### src/rtl/iter_muldiv_alu.sv
// Iterative MUL/DIV unit owning HI/LO; optional MULDIV_EARLY_OUT_EN skips zero-operand ops.
// Latency: WIDTH/MUL_STEP+1 (MUL) or WIDTH+1 (DIV) busy cycles, done pulses the cycle after.
// Backpressure: busy stalls EX; start is only sampled while idle and is never queued.
`ifndef FUNC_MUL
`define FUNC_MUL 5'h18
`endif
`ifndef FUNC_DIV
`define FUNC_DIV 5'h1A
`endif

module iter_muldiv_alu #(
    parameter int WIDTH    = 32,
    parameter int MUL_STEP = 2
) (
    input  logic             clk,
    input  logic             resetn,
    input  logic             start,
    input  logic [4:0]       func,
    input  logic             sign,
    input  logic [WIDTH-1:0] src_a,
    input  logic [WIDTH-1:0] src_b,
    input  logic             flush,
    input  logic             hi_write,
    input  logic [WIDTH-1:0] hi_write_data,
    input  logic             lo_write,
    input  logic [WIDTH-1:0] lo_write_data,
    output logic             busy,
    output logic             done,
    output logic [WIDTH-1:0] hi,
    output logic [WIDTH-1:0] lo
);

    localparam int CW        = $clog2(WIDTH) + 1;
    localparam int MUL_ITERS = WIDTH / MUL_STEP;

    typedef enum logic [1:0] {
        S_IDLE,
        S_MUL,
        S_DIV,
        S_FIX
    } state_t;

    state_t                 r_state;
    state_t                 w_state_nxt;

    logic [2*WIDTH-1:0]     r_acc;
    logic [WIDTH-1:0]       r_opa;
    logic [WIDTH-1:0]       r_src_a;
    logic [CW-1:0]          r_cnt;
    logic                   r_is_div;
    logic                   r_neg_q;
    logic                   r_neg_r;
    logic                   r_div0;
    logic [WIDTH-1:0]       r_hi;
    logic [WIDTH-1:0]       r_lo;
    logic                   r_done;

    logic                   w_is_mul;
    logic                   w_is_div;
    logic                   w_accept;
    logic                   w_early;
    logic                   w_neg_a;
    logic                   w_neg_b;
    logic [WIDTH-1:0]       w_mag_a;
    logic [WIDTH-1:0]       w_mag_b;
    logic [WIDTH+MUL_STEP-1:0] w_pp;
    logic [WIDTH+MUL_STEP-1:0] w_mul_sum;
    logic [2*WIDTH-1:0]     w_mul_nxt;
    logic [WIDTH:0]         w_div_trial;
    logic [2*WIDTH-1:0]     w_div_nxt;
    logic [WIDTH-1:0]       w_res_hi;
    logic [WIDTH-1:0]       w_res_lo;

    assign w_is_mul = (func == `FUNC_MUL);
    assign w_is_div = (func == `FUNC_DIV);
    assign w_accept = start && (r_state == S_IDLE) && !flush && (w_is_mul || w_is_div);

`ifdef MULDIV_EARLY_OUT_EN
    assign w_early = (src_a == '0) || (src_b == '0);
`else
    assign w_early = 1'b0;
`endif

    // Iterate on magnitudes; signs are reapplied in FIX.
    assign w_neg_a = sign && src_a[WIDTH-1];
    assign w_neg_b = sign && src_b[WIDTH-1];
    assign w_mag_a = w_neg_a ? -src_a : src_a;
    assign w_mag_b = w_neg_b ? -src_b : src_b;

    assign busy = (r_state != S_IDLE);
    assign done = r_done;
    assign hi   = r_hi;
    assign lo   = r_lo;

    always_ff @(posedge clk or negedge resetn) begin
        if (!resetn) begin
            r_state <= S_IDLE;
        end else begin
            r_state <= w_state_nxt;
        end
    end

    always_comb begin
        w_state_nxt = r_state;
        case (r_state)
            S_IDLE: begin
                if (w_accept) begin
                    if (w_early) begin
                        w_state_nxt = S_FIX;
                    end else if (w_is_mul) begin
                        w_state_nxt = S_MUL;
                    end else begin
                        w_state_nxt = S_DIV;
                    end
                end
            end
            S_MUL:   if (r_cnt == CW'(MUL_ITERS - 1)) w_state_nxt = S_FIX;
            S_DIV:   if (r_cnt == CW'(WIDTH - 1)) w_state_nxt = S_FIX;
            S_FIX:   w_state_nxt = S_IDLE;
            default: w_state_nxt = S_IDLE;
        endcase
        if (flush) begin
            w_state_nxt = S_IDLE;
        end
    end

    // Shift-add: low MUL_STEP multiplier bits select partial products added into the top half.
    always_comb begin
        w_pp = '0;
        for (int j = 0; j < MUL_STEP; j++) begin
            if (r_acc[j]) begin
                w_pp = w_pp + ({{MUL_STEP{1'b0}}, r_opa} << j);
            end
        end
        w_mul_sum = {{MUL_STEP{1'b0}}, r_acc[2*WIDTH-1:WIDTH]} + w_pp;
        w_mul_nxt = {w_mul_sum, r_acc[WIDTH-1:MUL_STEP]};
    end

    // Restoring divide: the trial MSB is the borrow, clear means the divisor fits.
    always_comb begin
        w_div_trial = {r_acc[2*WIDTH-1:WIDTH], r_acc[WIDTH-1]} - {1'b0, r_opa};
        if (!w_div_trial[WIDTH]) begin
            w_div_nxt = {w_div_trial[WIDTH-1:0], r_acc[WIDTH-2:0], 1'b1};
        end else begin
            w_div_nxt = {r_acc[2*WIDTH-2:0], 1'b0};
        end
    end

    always_ff @(posedge clk or negedge resetn) begin
        if (!resetn) begin
            r_acc    <= '0;
            r_opa    <= '0;
            r_src_a  <= '0;
            r_cnt    <= '0;
            r_is_div <= 1'b0;
            r_neg_q  <= 1'b0;
            r_neg_r  <= 1'b0;
            r_div0   <= 1'b0;
        end else if (w_accept) begin
            r_cnt    <= '0;
            r_src_a  <= src_a;
            r_is_div <= w_is_div;
            r_neg_q  <= w_neg_a ^ w_neg_b;
            r_neg_r  <= w_neg_a;
            r_div0   <= w_is_div && (src_b == '0);
            if (w_early) begin
                r_acc <= '0;
                r_opa <= '0;
            end else if (w_is_mul) begin
                r_acc <= {{WIDTH{1'b0}}, w_mag_b};
                r_opa <= w_mag_a;
            end else begin
                r_acc <= {{WIDTH{1'b0}}, w_mag_a};
                r_opa <= w_mag_b;
            end
        end else if (r_state == S_MUL) begin
            r_acc <= w_mul_nxt;
            r_cnt <= r_cnt + CW'(1);
        end else if (r_state == S_DIV) begin
            r_acc <= w_div_nxt;
            r_cnt <= r_cnt + CW'(1);
        end
    end

    always_comb begin
        w_res_hi = r_acc[2*WIDTH-1:WIDTH];
        w_res_lo = r_acc[WIDTH-1:0];
        if (r_is_div) begin
            if (r_div0) begin
                w_res_hi = r_src_a;
                w_res_lo = '1;
            end else begin
                if (r_neg_r) w_res_hi = -r_acc[2*WIDTH-1:WIDTH];
                if (r_neg_q) w_res_lo = -r_acc[WIDTH-1:0];
            end
        end else if (r_neg_q) begin
            {w_res_hi, w_res_lo} = -r_acc;
        end
    end

    // Completion beats MTHI/MTLO on the same edge; flush blocks both.
    always_ff @(posedge clk or negedge resetn) begin
        if (!resetn) begin
            r_hi   <= '0;
            r_lo   <= '0;
            r_done <= 1'b0;
        end else begin
            r_done <= 1'b0;
            if (!flush) begin
                if (r_state == S_FIX) begin
                    r_hi   <= w_res_hi;
                    r_lo   <= w_res_lo;
                    r_done <= 1'b1;
                end else begin
                    if (hi_write) r_hi <= hi_write_data;
                    if (lo_write) r_lo <= lo_write_data;
                end
            end
        end
    end

endmodule

### config.mk
export PLATFORM = sky130hd
export DESIGN_NAME = iter_muldiv_alu
export DESIGN_NICKNAME = d
export VERILOG_FILES = /design/src/rtl/iter_muldiv_alu.sv
export SDC_FILE = /design/constraint.sdc
export NUM_CORES = 1
export LEC_CHECK = 0
export BUFFER_PORTS_ARGS = -buffer_cell sky130_fd_sc_hd__buf_4
export CORE_MARGIN = 5
export CORE_UTILIZATION = 52
export CTS_BUF_LIST = sky130_fd_sc_hd__clkbuf_4 sky130_fd_sc_hd__clkbuf_8
export DETAILED_ROUTE_END_ITERATION = 10
export HOLD_SLACK_MARGIN = 0.1
export PLACE_DENSITY = 0.76
export SLEW_MARGIN = 10
export SYNTH_ARGS = -nofsm -noshare
export SYNTH_HDL_FRONTEND = slang
export SYNTH_SLANG_ARGS = --single-unit
### constraint.sdc
create_clock -name clk -period 17.45 [get_ports clk]
set_clock_uncertainty 0.05 [all_clocks]
set_input_delay 3.49 -clock clk [delete_from_list [all_inputs] [get_ports clk]]
set_output_delay 3.49 -clock clk [all_outputs]
set_load 0.01 [all_outputs]
* After elaboration in Yosys (flattened, before gate mapping)
Index checks and enable logic that the tools add are counted.
Storage, ports and cells: latch bits 0, memories kept 0, RAM bits 0, bits in registers 205, memory bits (read-only) 0
Cells by class: shifts and indexed selects 0, $mul 0, mux-type cells 33, reductions and logical operators 17, equality and inequality tests 10, add/subtract/negate cells 9, $lt $le $gt $ge 0, divide/modulo/power cells 0, bitwise logic cells 2
Operators by type and width (number):
- 32-bit two-way mux | 17
- 64-bit two-way mux | 4
- 32-bit negation | 4
- 64-bit negation | 1
- 32-bit by 34-bit adder with 34-bit output | 1
- 34-bit by 33-bit adder with 34-bit output | 1
- 34-bit two-way mux | 1
- 33-bit by 32-bit subtractor with 33-bit output | 1
- 32-bit zero test | 1
- 6-bit two-way mux | 3
- 5-bit equality test, second input constant | 2
- 2-bit two-way mux | 5
- 3-bit != test, second input constant | 3
- 2-bit case mux with 4 select lines | 1
- 6-bit by 1-bit adder with 6-bit output, second input constant | 1
- 6-bit by 4-bit equality test with 1-bit output, second input constant | 1
- 6-bit by 5-bit equality test with 1-bit output, second input constant | 1
- 1-bit logical AND | 6
- 2-bit nonzero test | 3
- 2-bit equality test, second input constant | 2
- 2-bit AND reduction | 2
- 3-bit AND reduction | 1
- 3-bit nonzero test | 1
- 2-bit by 1-bit equality test with 1-bit output, second input constant | 1
- 6 further kinds | 7

* Logic depth before layout (Yosys ltp)
Gate-level depths: netlist of the first run.
word-level depth 7, depth in mapped cells 26, mapped depth without buffers 25

* Least setup slack after synthesis of the first run
No wires, ideal clock.
kind input -> register, start input src_b[10], end register r_acc[30], data required time 17267 ps, arrival time 5659 ps, cell stages on the path 11, path slack 11608 ps, cell sequence or4_1 > nor3_1 > and2_1 > clkbuf_1 > nand3_1 > or3_1 > o31ai_1 > xor2_1 > nand2_1 > o211ai_1 > o21ai_0
On the way: word-level cells in the longest chain between the ends 4
Ends and longest elaborated chain:
- start: declaration | RTL line 21 | input logic [WIDTH-1:0] src_b,
- 32-bit negation | RTL line 88 | assign w_mag_b = w_neg_b ? -src_b : src_b;
- 32-bit two-way mux | RTL line 88
- 32-bit two-way mux | RTL line 169 | end else if (w_is_mul) begin
- 64-bit two-way mux | RTL line 159 | end else if (w_accept) begin
- end signal: assignment | RTL line 170 | r_acc <= {{WIDTH{1'b0}}, w_mag_b};
- end signal: assignment | RTL line 173 | r_acc <= {{WIDTH{1'b0}}, w_mag_a};
- end signal: assignment | RTL line 177 | r_acc <= w_mul_nxt;
- end: declaration | RTL line 46 | logic [2*WIDTH-1:0] r_acc;
No other way between the ends. A chain may end at the register's enable or synchronous reset.

* Final worst setup path of the first run
start register r_acc[0], end register r_acc[63]
On the way: word-level cells in the longest chain between the ends 6
Ends and longest elaborated chain:
- 32-bit two-way mux (*) | RTL line 131 | if (r_acc[j]) begin
- 34-bit by 33-bit adder with 34-bit output | RTL line 132 | w_pp = w_pp + ({{MUL_STEP{1'b0}}, r_opa} << j);
- 34-bit two-way mux (*) | RTL line 131
- 32-bit by 34-bit adder with 34-bit output (*) | RTL line 135 | w_mul_sum = {{MUL_STEP{1'b0}}, r_acc[2*WIDTH-1:WIDTH]} + w_pp;
- 64-bit two-way mux (*) | RTL line 176 | end else if (r_state == S_MUL) begin
- 64-bit two-way mux (*) | RTL line 159
Every way passes the cells marked *; elsewhere a longest branch is shown, timed or not.

==> metrics.md, run 1 <==
| Metric | Value |
|---|---|
| Hold_sp | `r_src_a[29]` |
| Synth area leaders | `dfrtp_1 27%, o21ai_0 7.0%, nand2_1 6.7%` |
| Leading cell types in the layout, fill and taps excluded | `339 x nand2_1, 264 x o21ai_0, 224 x buf_4` |
| Iteration count of the initial detailed-routing pass | `6` |
| Clk buf depth | `3` |
| Nets | `2,842` |
| RSZ-0062 raised after global routing | `no` |
| Run status | `finished, final reports clean` |
| Worst-path clk slew | `0.07 ns` |
| Placer's final routability congestion estimate | `1.00` |
| GRT Overall Usage | `0.327` |
| Total Neg Setup Slack | `0 ns` |
| Critical Path End Type | `flip-flop` |
| Register bit total from synthesis | `205` |
| I/O pins | `206` |
| Die Height | `201 µm` |
| Sequential Power Share | `0.250` |
| Pleak | `0.00925 µW` |
| Syn_area_per_cell | `7.63 µm²` |
| Sw frac | `0.501` |
| Root buf cell | `clkbuf_8` |
| Worst Hold Margin | `0.433 ns` |
| Post-synth EDFFs | `0` |
| DPL Wire Length | `52,600 µm` |
| Remaining global-route overflow | `0` |
| Post-Syn Area | `19,000 µm²` |
| Max cap viols | `0` |
| HP Class | `reg2reg` |
| Via Count | `19,722` |
| Critical path class | `reg2reg` |
| Max IR drop VDD | `0.156 mV` |
| CP required | `17.86 ns` |
| CTS tree | `yes` |
| Critical path fanouts, max | `37` |
| Yosys cell types | `75` |
| Largest net degree at the start of global routing | `129` |
| Final worst slack | `10.46 ns` |
| Die width | `201 µm` |
| Initial antenna violation count | `2` |
| Reg2Reg Depth | `25` |
| Synth warn | `0` |
| Commonest non-fill, non-tap cell in the layout | `nand2_1` |
| Worst EP arrival | `7.40 ns` |
| Starting density of the core | `0.522` |
| Sequential area share after synthesis | `0.270` |
| Hold Violations, Final | `0` |
| Net Switching | `1920 µW` |
| Setup Fix Bufs, Post-CTS | `0` |
| Clock sinks | `205` |
| RR Startpoint | `r_acc[0]` |
| Dpl ws | `10.62 ns` |
| DR WL/cell | `22.2 µm` |
| Syn Inst Count | `2,488` |
| # setup viols final | `0` |
| DRT iter0 DRCs | `1,884` |
| Number of global-route vias before repair | `18,507` |
| H-Tree Depth | `2` |
| PwrDens | `178 nW/µm²` |
| Total Wirelength | `68,800 µm` |
| Clock Latency Late Sink | `0.62 ns` |
| Die area | `40,400 µm²` |
| Syn_nets | `2,731` |
| Main synth FF type | `dfrtp_1` |
| Comb pwr share | `0.614` |
| Filler cells | `3,356` |
| Via/cell ratio | `6.36` |
| Core Area | `36,300 µm²` |
| Top cell type's share of synthesized area | `0.270` |
| Final Critical Period | `6.99 ns` |
| Int Power | `1920 µW` |
| Total of cells resized after clock tree synthesis | `0` |
| Reg-to-reg endpoint | `r_acc[63]` |
| IO buf count | `205` |
| Slew headroom | `0.159` |
| Clock Power Share | `0.136` |
| Worst reg2reg setup slack | `10.46 ns` |
| Crit. Startpoint | `r_acc[0]` |
| Global-route wire length before repair | `106,000 µm` |
| Worst slew pin tran | `1.26 ns` |
| Post-route ant nets | `0` |
| Worst Setup Start Kind | `flip-flop` |
| CTS Buf Count | `40` |
| Layout cells sized above 1 | `0.134` |
| Drt drc | `0` |
| Max Fclk | `143 MHz` |
| Area grow syn2layout | `13.6%` |
| Max Slew Vio Count | `0` |
| # rows | `70` |
| Period utilization | `0.401` |
| Worst Hold Path Cells | `2` |
| Async SR Flop Fraction | `1.00` |
| Post-synth top area cell | `dfrtp_1` |
| Hold Path End | `r_src_a[29]` |
| Hold-fix buffers, CTS | `0` |
## Yosys cell counts, types with 62 or more instances
library cell and instances:
nor2_1 211, xor2_1 86, o22ai_1 70, xnor2_1 140
inv_1 70, clkbuf_1 136, ha_1 100, nand2_1 339
a21oi_1 209, dfrtp_1 205, mux2i_1 62, o21ai_0 264
## stage by stage
stage / instance area (µm²) / instances / util / power, µW
6_report: 21600 / 3100 / 0.593 / 3840
5_1_grt: 21600 / 3099 / 0.593 / 4140
4_1_cts: 21600 / 3099 / 0.593 / 3800
3_5_place_dp: 20700 / 3025 / 0.569 / 3260
3_3_place_gp: 20700 / 3025 / 0.569 / 3210
2_1_floorplan: 19000 / 2488 / - / 2580
## critical path: stages (launching register included)
cell      delay [ns]
dfrtp_1         0.63
inv_2           0.66
nor2_1          0.11
ha_1            0.24
fa_1            0.45
and2_1          0.21
and4_1          0.21
or4_1           0.54
nand4_1         0.16
nand2_1         0.07
a21oi_1         0.33
o21ai_0         0.22
a31oi_1         0.23
xnor2_1         0.08
mux2_2          0.27
ha_1            0.35
and3_1          0.21
and3_1          0.24
nand3_1         0.09
a21oi_1         0.26
o221ai_1        0.24
a211oi_1        0.34
o21ai_0         0.18
a22oi_1         0.20
xor2_1          0.16
o21ai_0         0.09
## logic make-up (layout without fill, tap and decap cells)
group | Yosys count | count (layout) | share of synthesized area
flip-flops | 205 | 205 | 0.270
multiplexers | 86 | 86 | 0.0469
AO/OA/AOI/OAI | 850 | 850 | 0.276
other | 0 | 1 | 0
adder cells (fa/ha/maj) | 103 | 103 | 0.0691
buffers and inverters | 230 | 373 | 0.0471
XOR/XNOR | 226 | 226 | 0.104
AND/OR/NAND/NOR | 788 | 788 | 0.186
## cell type report
class | count | area, µm² | share of cell area
inverter | 74 | 278 | 0.0129
timing repair buffer | 225 | 1700 | 0.0787
clock inverter | 15 | 97.6 | 0.00453
tap | 468 | 586 | 0.0272
antenna | 1 | 2.50 | 0.000116
clock buffer | 59 | 768 | 0.0356
sequential | 205 | 5130 | 0.238
multi-input combinational | 2053 | 13000 | 0.603
## registers in the layout, indices dropped and copies added, names as in the netlist
name / cells
r_acc: 64
hi: 32
lo: 32
r_opa: 32
r_src_a: 32
r_cnt: 6
r_state: 2
done: 1
r_div0: 1
r_is_div: 1
r_neg_q: 1
r_neg_r: 1
## layer usage
metal	global-route usage	routed length (µm)
met5	0	13
met4	0.150	3310
met3	0.0767	6660
met2	0.506	30400
met1	0.436	28500
## power groups by stage
stage / clock, µW / combinational [µW] / sequential [µW]
5_1_grt: 552 / 2610 / 973
3_5_place_dp: 0 / 2310 / 950
3_3_place_gp: 0 / 2270 / 942
2_1_floorplan: 0 / 1800 / 782
6_report: 524 / 2360 / 962
4_1_cts: 530 / 2330 / 941
## how the worst max path moves through the flow
| stage | slack [ns] | to |
|---|---|---|
| floorplan | 11.61 | r_acc[30] |
| global placement | 10.73 | r_acc[63] |
| detailed placement | 10.62 | r_acc[63] |
| CTS | 10.55 | r_acc[63] |
| global route | 10.04 | r_acc[63] |
| finish | 10.46 | r_acc[63] |
No activity file was read; power rests on OpenSTA's default activity.
==> run 2: changes to the inputs <==
--- a/config.mk
+++ b/config.mk
@@ -11,7 +11,7 @@
 export CTS_BUF_LIST = sky130_fd_sc_hd__clkbuf_4 sky130_fd_sc_hd__clkbuf_8
 export DETAILED_ROUTE_END_ITERATION = 10
 export HOLD_SLACK_MARGIN = 0.1
-export PLACE_DENSITY = 0.76
+export PLACE_DENSITY = 0.79
 export SLEW_MARGIN = 10
 export SYNTH_ARGS = -nofsm -noshare
 export SYNTH_HDL_FRONTEND = slang
==> constraint.sdc (replaced) <==
create_clock -name clk -period 5.8 [get_ports clk]
set_clock_uncertainty 0.05 [all_clocks]
set_input_delay 1.16 -clock clk [delete_from_list [all_inputs] [get_ports clk]]
set_output_delay 1.16 -clock clk [all_outputs]
set_load 0.01 [all_outputs]
==> metrics.md, run 2 (synthesized netlist as in run 1, its figures left out) <==
| Metric | Value |
|---|---|
| Run status | `finished, final reports clean` |
| # setup viols final | `0 (unchanged)` |
| Hold-fix buffers, CTS | `0 (unchanged)` |
| DRT iter0 DRCs | `2,144 (+14%)` |
| Max IR drop VDD | `0.334 mV (+110%)` |
| Post-route ant nets | `0 (unchanged)` |
| Worst EP arrival | `5.95 ns (-1.45 ns)` |
| HP Class | `reg2reg` |
| Net Switching | `5830 µW (+200%)` |
| DR WL/cell | `21.9 µm (-1.3%)` |
| Root buf cell | `clkbuf_8` |
| Via Count | `19,859 (+0.69%)` |
| Leading cell types in the layout, fill and taps excluded | `339 x nand2_1, 260 x o21ai_0, 246 x buf_4` |
| RSZ-0062 raised after global routing | `no` |
| Clk buf depth | `3 (unchanged)` |
| Ant. Diodes | `0 (-1)` |
| Clock Power Share | `0.131 (-0.005)` |
| Pwr Total | `11,700 µW (+210%)` |
| Final Instance Area | `21,800 µm² (+1.1%)` |
| PwrDens | `539 nW/µm² (+200%)` |
| Period utilization | `0.951 (+0.550)` |
| Setup Fix Bufs, Post-CTS | `0 (unchanged)` |
| Slowest stage delay, CP | `0.53 ns (-0.13 ns)` |
| H-Tree Depth | `2 (unchanged)` |
| Layout cells sized above 1 | `0.144 (+0.0100)` |
| Worst slew pin tran | `1.29 ns (+0.0308 ns)` |
| Pleak | `0.00937 µW (+1.3%)` |
| Total Wirelength | `68,300 µm (-0.74%)` |
| Worst-path clk slew | `0.06 ns (about the same)` |
| # rows | `70 (unchanged)` |
| Fin cells | `3,117 (+0.55%)` |
| Number of global-route vias before repair | `18,817 (+1.7%)` |
| Die width | `201 µm (unchanged)` |
| Clock sinks | `205 (unchanged)` |
| Via/cell ratio | `6.37 (+0.15%)` |
| Comb pwr share | `0.634 (+0.020)` |
| Largest register FFs | `64 (unchanged)` |
| IO buf count | `205 (unchanged)` |
| CTS Buf Count | `37 (-7.5%)` |
| Clock Latency Late Sink | `0.64 ns (+0.02 ns)` |
| Max Fclk | `181 MHz (+27%)` |
| Remaining global-route overflow | `0 (unchanged)` |
| Total Neg Setup Slack | `0 ns (unchanged)` |
| Final Critical Period | `5.52 ns (-1.48 ns)` |
| Commonest non-fill, non-tap cell in the layout | `nand2_1` |
| Die Height | `201 µm (unchanged)` |
| Critical path class | `reg2reg` |
| Max Slew Vio Count | `0 (unchanged)` |
| Largest net degree at the start of global routing | `127 (-1.6%)` |
| I/O pins | `206 (unchanged)` |
| Slew headroom | `0.139 (-0.0206)` |
| Area grow syn2layout | `14.8%` |
| Hold Violations, Final | `0 (unchanged)` |
| Starting density of the core | `0.522 (unchanged)` |
| Dpl cells | `3,051 (+0.86%)` |
| Slowest CP cell | `or4_1` |
| CTS tree | `yes` |
| Drt drc | `0 (unchanged)` |
| Nets | `2,865 (+0.81%)` |
| Global-route wire length before repair | `105,000 µm (-0.32%)` |
| Iteration count of the initial detailed-routing pass | `7 (+1)` |
| Initial antenna violation count | `0 (-2)` |
| Die area | `40,400 µm² (unchanged)` |
| Critical path fanouts, max | `5 (-86%)` |
| DPL Wire Length | `51,900 µm (-1.3%)` |
| Core Area | `36,300 µm² (unchanged)` |
| DP Area | `20,900 µm² (+1.2%)` |
| Sw frac | `0.497 (-0.00390)` |
| Worst Setup Start Kind | `flip-flop` |
| Critical Path End Type | `flip-flop` |
| Top reg by flops | `r_acc` |
| Sequential Power Share | `0.235 (-0.015)` |
| Max cap viols | `0 (unchanged)` |
| GRT Overall Usage | `0.324 (-0.00295)` |
| Int Power | `5910 µW (+210%)` |
| Placer's final routability congestion estimate | `0.991 (-1.1%)` |
| CP required | `6.23 ns (-11.63 ns)` |
run 2: critical path: cells and delay by family (launching register included):
family	cells	cell delay (ns)
and+or+nand+nor	8	1.56
buffers and inverters	3	0.36
AOI/OAI and AO/OA	9	1.69
adders and majority gates	3	0.92
xor gates and xnor gates	2	0.14
muxes	1	0.27
DFF	1	0.39
run 2: layer usage:
layer  wire, µm  track usage  vias to the layer above  part of all wire
met5          0            0                        -                 0
met4       3660        0.150                        0             0.054
met3       6960       0.0800                      234              0.10
met2      29900        0.505                      993              0.44
met1      27800        0.426                     9390              0.41
li1           -            -                     9242                 -
run 2: path summary, 6_finish.rpt:
check / from / to / slack (ns) / cells after the start
max in group asynchronous: resetn / done / 4.01 / 2
worst max-delay path: r_acc[0] / r_acc[56] / 0.28 / 26
min in group asynchronous: resetn / r_cnt[2] / 0.60 / 1
worst min register to register: lo[3] / lo[3] / 0.43 / 2
worst min-delay path: lo[3] / lo[3] / 0.43 / 2
worst max register to register: r_acc[0] / r_acc[56] / 0.28 / 26
run 2: timing repair:
action,in CTS,in global routing
hold endpoints to repair,0,0
gates resized for setup,0,16
endpoints found under the setup margin,0,7
run 2: power by group through the flow:
| stage | combinational, µW | clock [µW] | sequential [µW] |
|---|---|---|---|
| 4_1_cts | 7300 | 1550 | 2710 |
| 2_1_floorplan | 5420 | 0 | 2350 |
| 3_5_place_dp | 7250 | 0 | 2730 |
| 5_1_grt | 8150 | 1610 | 2800 |
| 3_3_place_gp | 7130 | 0 | 2710 |
| 6_report | 7440 | 1540 | 2760 |
run 2: per-stage QoR:
stage	worst slack (ns)	hold WS [ns]	utilization
global placement	0.188	0.407	0.576
floorplan	0.181	0.387	-
detailed placement	0.112	0.421	0.576
global route	0.00187	0.457	0.599
CTS	0.0674	0.435	0.598
finish	0.285	0.434	0.599
run 2: cell type report:
class / count / area (µm²)
fill: 3343 / 14600
multi-input combinational: 2053 / 13000
sequential: 205 / 5130
timing repair buffer: 251 / 1940
clock buffer: 56 / 708
tap: 468 / 586
inverter: 74 / 278
clock inverter: 10 / 98.8
